## src/rtl/mem_pkg.sv

```systemverilog
// Shared opcode/state types and decode helpers for the load/store unit.
package mem_pkg;

  localparam int unsigned XLEN = 32;
  localparam int unsigned OP_W = 4;

  typedef enum logic [OP_W-1:0] {
    OP_LB   = 4'd0,
    OP_LH   = 4'd1,
    OP_LW   = 4'd2,
    OP_LBU  = 4'd3,
    OP_LHU  = 4'd4,
    OP_SB   = 4'd5,
    OP_SH   = 4'd6,
    OP_SW   = 4'd7,
    OP_NONE = 4'd8
  } mem_op_e;

  typedef enum logic [1:0] {
    ST_IDLE = 2'd0,
    ST_REQ  = 2'd1,
    ST_WAIT = 2'd2
  } state_e;

  typedef enum logic [1:0] {
    SZ_BYTE = 2'd0,
    SZ_HALF = 2'd1,
    SZ_WORD = 2'd2
  } size_e;

  // Codes above SW (NONE and unused encodings) are treated as non-memory.
  function automatic logic is_mem_op(input mem_op_e op);
    return op < OP_NONE;
  endfunction

  function automatic logic is_store(input mem_op_e op);
    return (op == OP_SB) || (op == OP_SH) || (op == OP_SW);
  endfunction

  function automatic size_e op_size(input mem_op_e op);
    case (op)
      OP_LH, OP_LHU, OP_SH: return SZ_HALF;
      OP_LW, OP_SW:         return SZ_WORD;
      default:              return SZ_BYTE;
    endcase
  endfunction

  function automatic logic is_misaligned(input mem_op_e op, input logic [1:0] addr_lo);
    case (op_size(op))
      SZ_HALF: return addr_lo[0];
      SZ_WORD: return addr_lo != 2'b00;
      default: return 1'b0;
    endcase
  endfunction

endpackage

```

## src/rtl/mem_lane_align.sv

```systemverilog
// Byte-lane steering: byte enables, store replication and load extract/extend.
module mem_lane_align
  import mem_pkg::*;
#(
  parameter int unsigned DATA_WIDTH = 32
) (
  input  mem_op_e                         op_i,
  input  logic [$clog2(DATA_WIDTH/8)-1:0] off_i,
  input  logic [XLEN-1:0]                 wdata_i,
  input  logic [DATA_WIDTH-1:0]           rdata_i,
  output logic [DATA_WIDTH/8-1:0]         be_o,
  output logic [DATA_WIDTH-1:0]           wdata_o,
  output logic [XLEN-1:0]                 rdata_o
);

  localparam int unsigned BE_W  = DATA_WIDTH / 8;
  localparam int unsigned OFF_W = $clog2(BE_W);

  logic [XLEN-1:0] word_sel;
  logic [XLEN-1:0] lane_word;

  // Pick the 32-bit word holding the access, then shift the addressed byte to bit 0.
  if (BE_W == 4) begin : g_word
    assign word_sel = rdata_i;
  end else begin : g_dword
    assign word_sel = off_i[OFF_W-1] ? rdata_i[DATA_WIDTH-1 -: XLEN] : rdata_i[XLEN-1:0];
  end

  assign lane_word = word_sel >> {off_i[1:0], 3'b000};

  always_comb begin
    be_o    = '0;
    wdata_o = '0;
    case (op_size(op_i))
      SZ_HALF: begin
        be_o    = BE_W'(4'b0011) << off_i;
        wdata_o = {(DATA_WIDTH/16){wdata_i[15:0]}};
      end
      SZ_WORD: begin
        be_o    = BE_W'(4'b1111) << off_i;
        wdata_o = {(DATA_WIDTH/32){wdata_i}};
      end
      default: begin
        be_o    = BE_W'(4'b0001) << off_i;
        wdata_o = {(DATA_WIDTH/8){wdata_i[7:0]}};
      end
    endcase
  end

  always_comb begin
    rdata_o = '0;
    case (op_i)
      OP_LB:   rdata_o = {{24{lane_word[7]}}, lane_word[7:0]};
      OP_LH:   rdata_o = {{16{lane_word[15]}}, lane_word[15:0]};
      OP_LW:   rdata_o = lane_word;
      OP_LBU:  rdata_o = {24'd0, lane_word[7:0]};
      OP_LHU:  rdata_o = {16'd0, lane_word[15:0]};
      default: rdata_o = '0;
    endcase
  end

endmodule

```

## src/rtl/mem_lsu.sv

```systemverilog
// Load/store unit between EXE/MEM and MEM/WB: req/gnt/rvalid RAM port with
// stall, alignment check and response timeout.
module mem_lsu
  import mem_pkg::*;
#(
  parameter int unsigned ADDR_WIDTH     = 32,
  parameter int unsigned DATA_WIDTH     = 32,
  parameter int unsigned RADDR_WIDTH    = 5,
  parameter int unsigned TIMEOUT_CYCLES = 255
) (
  input  logic                    clk_i,
  input  logic                    rst_n_i,
  input  logic                    valid_i,
  input  logic [OP_W-1:0]         mem_op_i,
  input  logic [ADDR_WIDTH-1:0]   mem_addr_i,
  input  logic [XLEN-1:0]         mem_data_i,
  input  logic [RADDR_WIDTH-1:0]  reg_waddr_i,
  input  logic                    reg_we_i,
  input  logic [XLEN-1:0]         reg_wdata_i,
  output logic                    stall_o,
  output logic                    ram_req_o,
  output logic                    ram_we_o,
  output logic [ADDR_WIDTH-1:0]   ram_addr_o,
  output logic [DATA_WIDTH/8-1:0] ram_be_o,
  output logic [DATA_WIDTH-1:0]   ram_wdata_o,
  input  logic                    ram_gnt_i,
  input  logic                    ram_rvalid_i,
  input  logic [DATA_WIDTH-1:0]   ram_rdata_i,
  output logic                    wb_valid_o,
  output logic [RADDR_WIDTH-1:0]  reg_waddr_o,
  output logic                    reg_we_o,
  output logic [XLEN-1:0]         reg_wdata_o,
  output logic                    misalign_o,
  output logic                    bus_err_o,
  output logic [ADDR_WIDTH-1:0]   fault_addr_o
);

  localparam int unsigned BE_W  = DATA_WIDTH / 8;
  localparam int unsigned OFF_W = $clog2(BE_W);
  localparam int unsigned CNT_W = $clog2(TIMEOUT_CYCLES + 1);
  localparam logic [CNT_W-1:0] CNT_LAST = CNT_W'(TIMEOUT_CYCLES - 1);

  state_e                 state_q, state_d;
  mem_op_e                op_q, op_d;
  logic [ADDR_WIDTH-1:0]  addr_q, addr_d;
  logic [XLEN-1:0]        data_q, data_d;
  logic [RADDR_WIDTH-1:0] waddr_q, waddr_d;
  logic                   rwe_q, rwe_d;
  logic [CNT_W-1:0]       cnt_q, cnt_d;

  logic                   wb_valid_q, wb_valid_d;
  logic [RADDR_WIDTH-1:0] wb_waddr_q, wb_waddr_d;
  logic                   wb_we_q, wb_we_d;
  logic [XLEN-1:0]        wb_wdata_q, wb_wdata_d;
  logic                   misalign_q, misalign_d;
  logic                   bus_err_q, bus_err_d;
  logic [ADDR_WIDTH-1:0]  fault_addr_q, fault_addr_d;

  mem_op_e           op_in;
  logic              in_mem, in_misal, accept_c;
  logic [BE_W-1:0]   lane_be;
  logic [DATA_WIDTH-1:0] lane_wdata;
  logic [XLEN-1:0]   load_data;

  assign op_in    = mem_op_e'(mem_op_i);
  assign in_mem   = is_mem_op(op_in);
  assign in_misal = is_misaligned(op_in, mem_addr_i[1:0]);
  // Gated by reset so a held valid_i cannot re-raise stall while in reset.
  assign accept_c = rst_n_i && (state_q == ST_IDLE) && valid_i && in_mem && !in_misal;

  mem_lane_align #(
    .DATA_WIDTH(DATA_WIDTH)
  ) u_lane (
    .op_i    (op_q),
    .off_i   (addr_q[OFF_W-1:0]),
    .wdata_i (data_q),
    .rdata_i (ram_rdata_i),
    .be_o    (lane_be),
    .wdata_o (lane_wdata),
    .rdata_o (load_data)
  );

  always_ff @(posedge clk_i or negedge rst_n_i) begin
    if (!rst_n_i) begin
      state_q      <= ST_IDLE;
      op_q         <= OP_LB;
      addr_q       <= '0;
      data_q       <= '0;
      waddr_q      <= '0;
      rwe_q        <= 1'b0;
      cnt_q        <= '0;
      wb_valid_q   <= 1'b0;
      wb_waddr_q   <= '0;
      wb_we_q      <= 1'b0;
      wb_wdata_q   <= '0;
      misalign_q   <= 1'b0;
      bus_err_q    <= 1'b0;
      fault_addr_q <= '0;
    end else begin
      state_q      <= state_d;
      op_q         <= op_d;
      addr_q       <= addr_d;
      data_q       <= data_d;
      waddr_q      <= waddr_d;
      rwe_q        <= rwe_d;
      cnt_q        <= cnt_d;
      wb_valid_q   <= wb_valid_d;
      wb_waddr_q   <= wb_waddr_d;
      wb_we_q      <= wb_we_d;
      wb_wdata_q   <= wb_wdata_d;
      misalign_q   <= misalign_d;
      bus_err_q    <= bus_err_d;
      fault_addr_q <= fault_addr_d;
    end
  end

  always_comb begin
    state_d = state_q;
    case (state_q)
      ST_IDLE: if (accept_c) state_d = ST_REQ;
      ST_REQ:  if (ram_gnt_i) state_d = is_store(op_q) ? ST_IDLE : ST_WAIT;
      ST_WAIT: if (ram_rvalid_i || (cnt_q == CNT_LAST)) state_d = ST_IDLE;
      default: state_d = ST_IDLE;
    endcase
  end

  // Capture registers and MEM/WB payload; a response wins over a same-cycle timeout.
  always_comb begin
    op_d         = op_q;
    addr_d       = addr_q;
    data_d       = data_q;
    waddr_d      = waddr_q;
    rwe_d        = rwe_q;
    cnt_d        = cnt_q;
    wb_valid_d   = 1'b0;
    misalign_d   = 1'b0;
    bus_err_d    = 1'b0;
    wb_waddr_d   = wb_waddr_q;
    wb_we_d      = wb_we_q;
    wb_wdata_d   = wb_wdata_q;
    fault_addr_d = fault_addr_q;
    case (state_q)
      ST_IDLE: begin
        if (valid_i && !in_mem) begin
          wb_valid_d = 1'b1;
          wb_waddr_d = reg_waddr_i;
          wb_we_d    = reg_we_i;
          wb_wdata_d = reg_wdata_i;
        end else if (valid_i && in_misal) begin
          wb_valid_d   = 1'b1;
          wb_waddr_d   = reg_waddr_i;
          wb_we_d      = 1'b0;
          misalign_d   = 1'b1;
          fault_addr_d = mem_addr_i;
        end else if (accept_c) begin
          op_d    = op_in;
          addr_d  = mem_addr_i;
          data_d  = mem_data_i;
          waddr_d = reg_waddr_i;
          rwe_d   = reg_we_i;
        end
      end
      ST_REQ: begin
        if (ram_gnt_i) begin
          cnt_d = '0;
          if (is_store(op_q)) begin
            wb_valid_d = 1'b1;
            wb_waddr_d = waddr_q;
            wb_we_d    = 1'b0;
          end
        end
      end
      ST_WAIT: begin
        if (ram_rvalid_i) begin
          wb_valid_d = 1'b1;
          wb_waddr_d = waddr_q;
          wb_we_d    = rwe_q;
          wb_wdata_d = load_data;
        end else if (cnt_q == CNT_LAST) begin
          wb_valid_d   = 1'b1;
          wb_waddr_d   = waddr_q;
          wb_we_d      = 1'b0;
          bus_err_d    = 1'b1;
          fault_addr_d = addr_q;
        end else begin
          cnt_d = cnt_q + CNT_W'(1);
        end
      end
      default: ;
    endcase
  end

  always_comb begin
    stall_o     = 1'b0;
    ram_req_o   = 1'b0;
    ram_we_o    = 1'b0;
    ram_addr_o  = '0;
    ram_be_o    = '0;
    ram_wdata_o = '0;
    if ((state_q != ST_IDLE) || accept_c) stall_o = 1'b1;
    if (state_q == ST_REQ) begin
      ram_req_o   = 1'b1;
      ram_we_o    = is_store(op_q);
      ram_addr_o  = {addr_q[ADDR_WIDTH-1:OFF_W], OFF_W'(0)};
      ram_be_o    = lane_be;
      ram_wdata_o = lane_wdata;
    end
  end

  assign wb_valid_o   = wb_valid_q;
  assign reg_waddr_o  = wb_waddr_q;
  assign reg_we_o     = wb_we_q;
  assign reg_wdata_o  = wb_wdata_q;
  assign misalign_o   = misalign_q;
  assign bus_err_o    = bus_err_q;
  assign fault_addr_o = fault_addr_q;

endmodule

```

## config.mk

```make
export PLATFORM = sky130hd
export DESIGN_NAME = mem_lsu
export DESIGN_NICKNAME = d
export VERILOG_FILES = /design/src/rtl/mem_pkg.sv /design/src/rtl/mem_lane_align.sv /design/src/rtl/mem_lsu.sv
export SDC_FILE = /design/constraint.sdc
export NUM_CORES = 1
export LEC_CHECK = 0
export CAP_MARGIN = 20
export CORE_UTILIZATION = 28
export CTS_CLUSTER_DIAMETER = 200
export DETAILED_ROUTE_END_ITERATION = 8
export GPL_ROUTABILITY_DRIVEN = 0
export GPL_TIMING_DRIVEN = 0
export HOLD_SLACK_MARGIN = 0.06
export SLEW_MARGIN = 5
export SYNTH_ARGS = -nofsm -noshare
export SYNTH_HDL_FRONTEND = slang
export SYNTH_SLANG_ARGS = --single-unit
export TNS_END_PERCENT = 10
```

## constraint.sdc

```tcl
create_clock -name clk_i -period 5.5 [get_ports clk_i]
set_input_delay 1.1 -clock clk_i [delete_from_list [all_inputs] [get_ports clk_i]]
set_output_delay 1.1 -clock clk_i [all_outputs]
set_load 0.01 [all_outputs]
```

==> metrics.yaml <==
timing:
  min_period_ps: 4931
  setup_viol: 0
  rsz0062_at_grt: "no"
  hold_violations: 0
  tightest_slew_ps: 1095
  fmax_mhz: 202.8
  min_period_over_period_pct: 89.66
  relSlewSlack_pct: 26.97
  whs_ps: 480.2
  finClkSkew_ps: 11.29
  drv_slew: 0
worst_setup_path:
  worstPathArrival_ps: 3830
  worstPathRequired_ps: 4400
  cp_num_buf_inv: 4
  path_cells: "clkdlybuf4s50_1 > nand2b_1 > o21ai_0 > nand2b_1 > ha_1 > o21ai_1 > a21oi_2 > or3_1 > clkbuf_1 > buf_2 > nand2_1 > clkdlybuf4s50_1"
  slowest_stage: "clkdlybuf4s50_1"
  critical_path_class: "input pin to output port"
  r2r_cells: 9
  crit_fanout: 10
  cp-start-kind: "input pin"
  cp_num_cells: 12
  cpLargestDelayFamily: "buffers and inverters"
  critPathCaptureType: "output port"
  cpPeakStageDelay_ps: 600
die:
  ios: 287
  core_mm2: 0.02894
  die_area_mm2: 0.03027
  num_rows: 62
  die_h_um: 174.0
  start_util_pct: 28.63
  die_x_um: 174.0
cts:
  cts_max_level: 4
  clockRootBuffer: "clkbuf_16"
  tritoncts: "yes"
  cts.sinks: 157
  post_cts_buffers: 0
  clk_pin_slew_ps: 60
  cts_hold_buf: 0
  numCtsBuffers: 17
  cts_max_path_buffers: 2
  insertion_delay_ps: 430
  cts_resized: 0
detailed_routing:
  viasPerCell: 4.820
  post_drt_wl_per_cell_um: 18.87
  vias: 7345
  drt_iter0_markers: 405
  first_pass_iters: 5
  drc: 0
  wl_um: 28760
  antenna_left: 0
power_and_ir_drop:
  leakage_nw: 4.951
  power_density_mw_per_mm2: 554.6
  max-vdd-ir-drop_uv: 202.7
  total_power_w: 0.006784
yosys:
  syn_area_per_cell_um2: 10.08
  synthTopCellsByCount: "dfrtp_1 (157), mux2_2 (83), nand2_1 (82)"
  syn-cell-area_mm2: 0.008283
  syn_inst: 822
  ys.flop_type: "dfrtp_1"
  synth-edff-count: 0
  ys_seq_area_share_pct: 47.43
  synth_top_cell_area_share_pct: 47.43
  synth.area.top_cells: "dfrtp_1 (47%), mux2_2 (11%), mux2i_1 (5.9%)"
  synth_most_common_cell: "dfrtp_1"
  synthArstFlopShare_pct: 100.0
  ys_warn_count: 0
  yosysUniqueCellTypes: 55
  synth_seq_cells: 157
  yosysTopAreaCell: "dfrtp_1"
final_layout:
  regArea_mm2: 0.003929
  syn_to_final_growth_pct: 47.67
  multiInputGateArea_mm2: 0.004035
  finish.utilization_pct: 42.27
  nets: 1279
  n_fill_cell: 2834
  drive_above_1_share_pct: 12.47
min_path:
  min_path_type: "register to register"
  whs_path_depth: 2
global_routing:
  grt_overflow: 0
  antenna_found_initial: 1
  grt_pass1_vias: 7556
  grt_max_degree: 96
  grt_use_total_pct: 19.06
  grt_pass1_wl_um: 44110
placed_design:
  dpl.hpwl_um: 21390
  port_buffers: 283
flow_run:
  cap_violations: 0
status:
  run_status: "complete, no violations"
## where the power goes
group          switching [W]  internal (W)
Combinational        0.00180       0.00169
Sequential          0.000356       0.00170
Clock               0.000543      0.000691
## state kept, by name, summed over array words and instances (netlist names), 2 cells and up
| name | cells |
|---|---|
| data_q | 32 |
| waddr_q | 5 |
| reg_waddr_o | 5 |
| reg_wdata_o | 32 |
| state_q | 2 |
| cnt_q | 8 |
| addr_q | 32 |
| op_q | 4 |
| fault_addr_o | 32 |
## layout make-up
cell class / instances / share of cell area (%)
multi-input combinational: 590 / 32.99
antenna: 1 / 0.02046
clock inverter: 14 / 1.289
buffer: 62 / 2.209
sequential: 157 / 32.12
tap: 384 / 3.928
clock buffer: 18 / 3.590
timing repair buffer: 284 / 23.42
inverter: 14 / 0.4296
## tightest hold or removal path, stage by stage, from the launching register on
cell     delay [ps]
dfrtp_1         340
nand2_1          40
o21ai_0          60
## worst paths after layout
check | from | endpoint | slack, ps
worst max-delay path | mem_op_i[2] | stall_o | 570
worst min register to register | fault_addr_o[24] | fault_addr_o[24] | 480
worst min-delay path | fault_addr_o[24] | fault_addr_o[24] | 480
min in group asynchronous | rst_n_i | bus_err_o | 630
worst max register to register | state_q[0] | reg_wdata_o[30] | 2550
max in group asynchronous | rst_n_i | data_q[15] | 4020
## metal layers
| layer | up-vias | routed length [um] | global-route usage [%] |
|---|---|---|---|
| met4 | 0 | 557 | 5.994 |
| met5 | - | 0 | 0 |
| met2 | 247 | 13800 | 31.78 |
| met1 | 3572 | 12440 | 23.85 |
| met3 | 31 | 1960 | 5.184 |
| li1 | 3495 | - | - |
## logic make-up (layout without fill, tap and decap cells)
| logic type | after synthesis | after routing | synth area share [%] |
|---|---|---|---|
| muxes | 135 | 135 | 17.75 |
| AOI/OAI and AO/OA | 186 | 186 | 14.32 |
| DFF | 157 | 157 | 47.43 |
| adders and majority gates | 10 | 10 | 1.511 |
| and+or+nand+nor | 253 | 253 | 14.62 |
| xor gates and xnor gates | 4 | 4 | 0.4229 |
| other | 1 | 3 | 0.04527 |
| buffers and inverters | 76 | 392 | 3.897 |
## layout by cell type, fill, tap and decap left out, types with 3 or more instances in the layout
cell	count
clkdlybuf4s50_1	282
dfrtp_1	157
mux2_2	83
nand2_1	82
nor2_1	67
o21ai_0	57
and2_1	54
mux2i_1	49
clkbuf_1	41
a21oi_1	32
a22oi_1	25
clkbuf_16	17
a31oi_1	16
inv_1	13
buf_2	12
nor3_1	11
o21ai_1	11
nor2b_1	11
ha_1	10
a21o_1	8
a211o_1	8
a32oi_1	7
nand3_1	6
o2bb2ai_1	6
buf_1	5
nand2b_1	5
o22ai_1	4
xnor2_1	4
inv_6	4
or3_1	3
clkinv_4	3
## metrics by stage
step	setup TNS, ps	setup slack [ps]	instances	area (um2)
after floorplan	0	1705	823	8287
after global placement	-879980	-5135	1490	11600
after detailed placement	0	580.4	1491	11630
after CTS	0	568.4	1523	12230
after global routing	0	365.2	1523	12230
final	0	568.6	1524	12230
(Power assumes the default switching activity.)
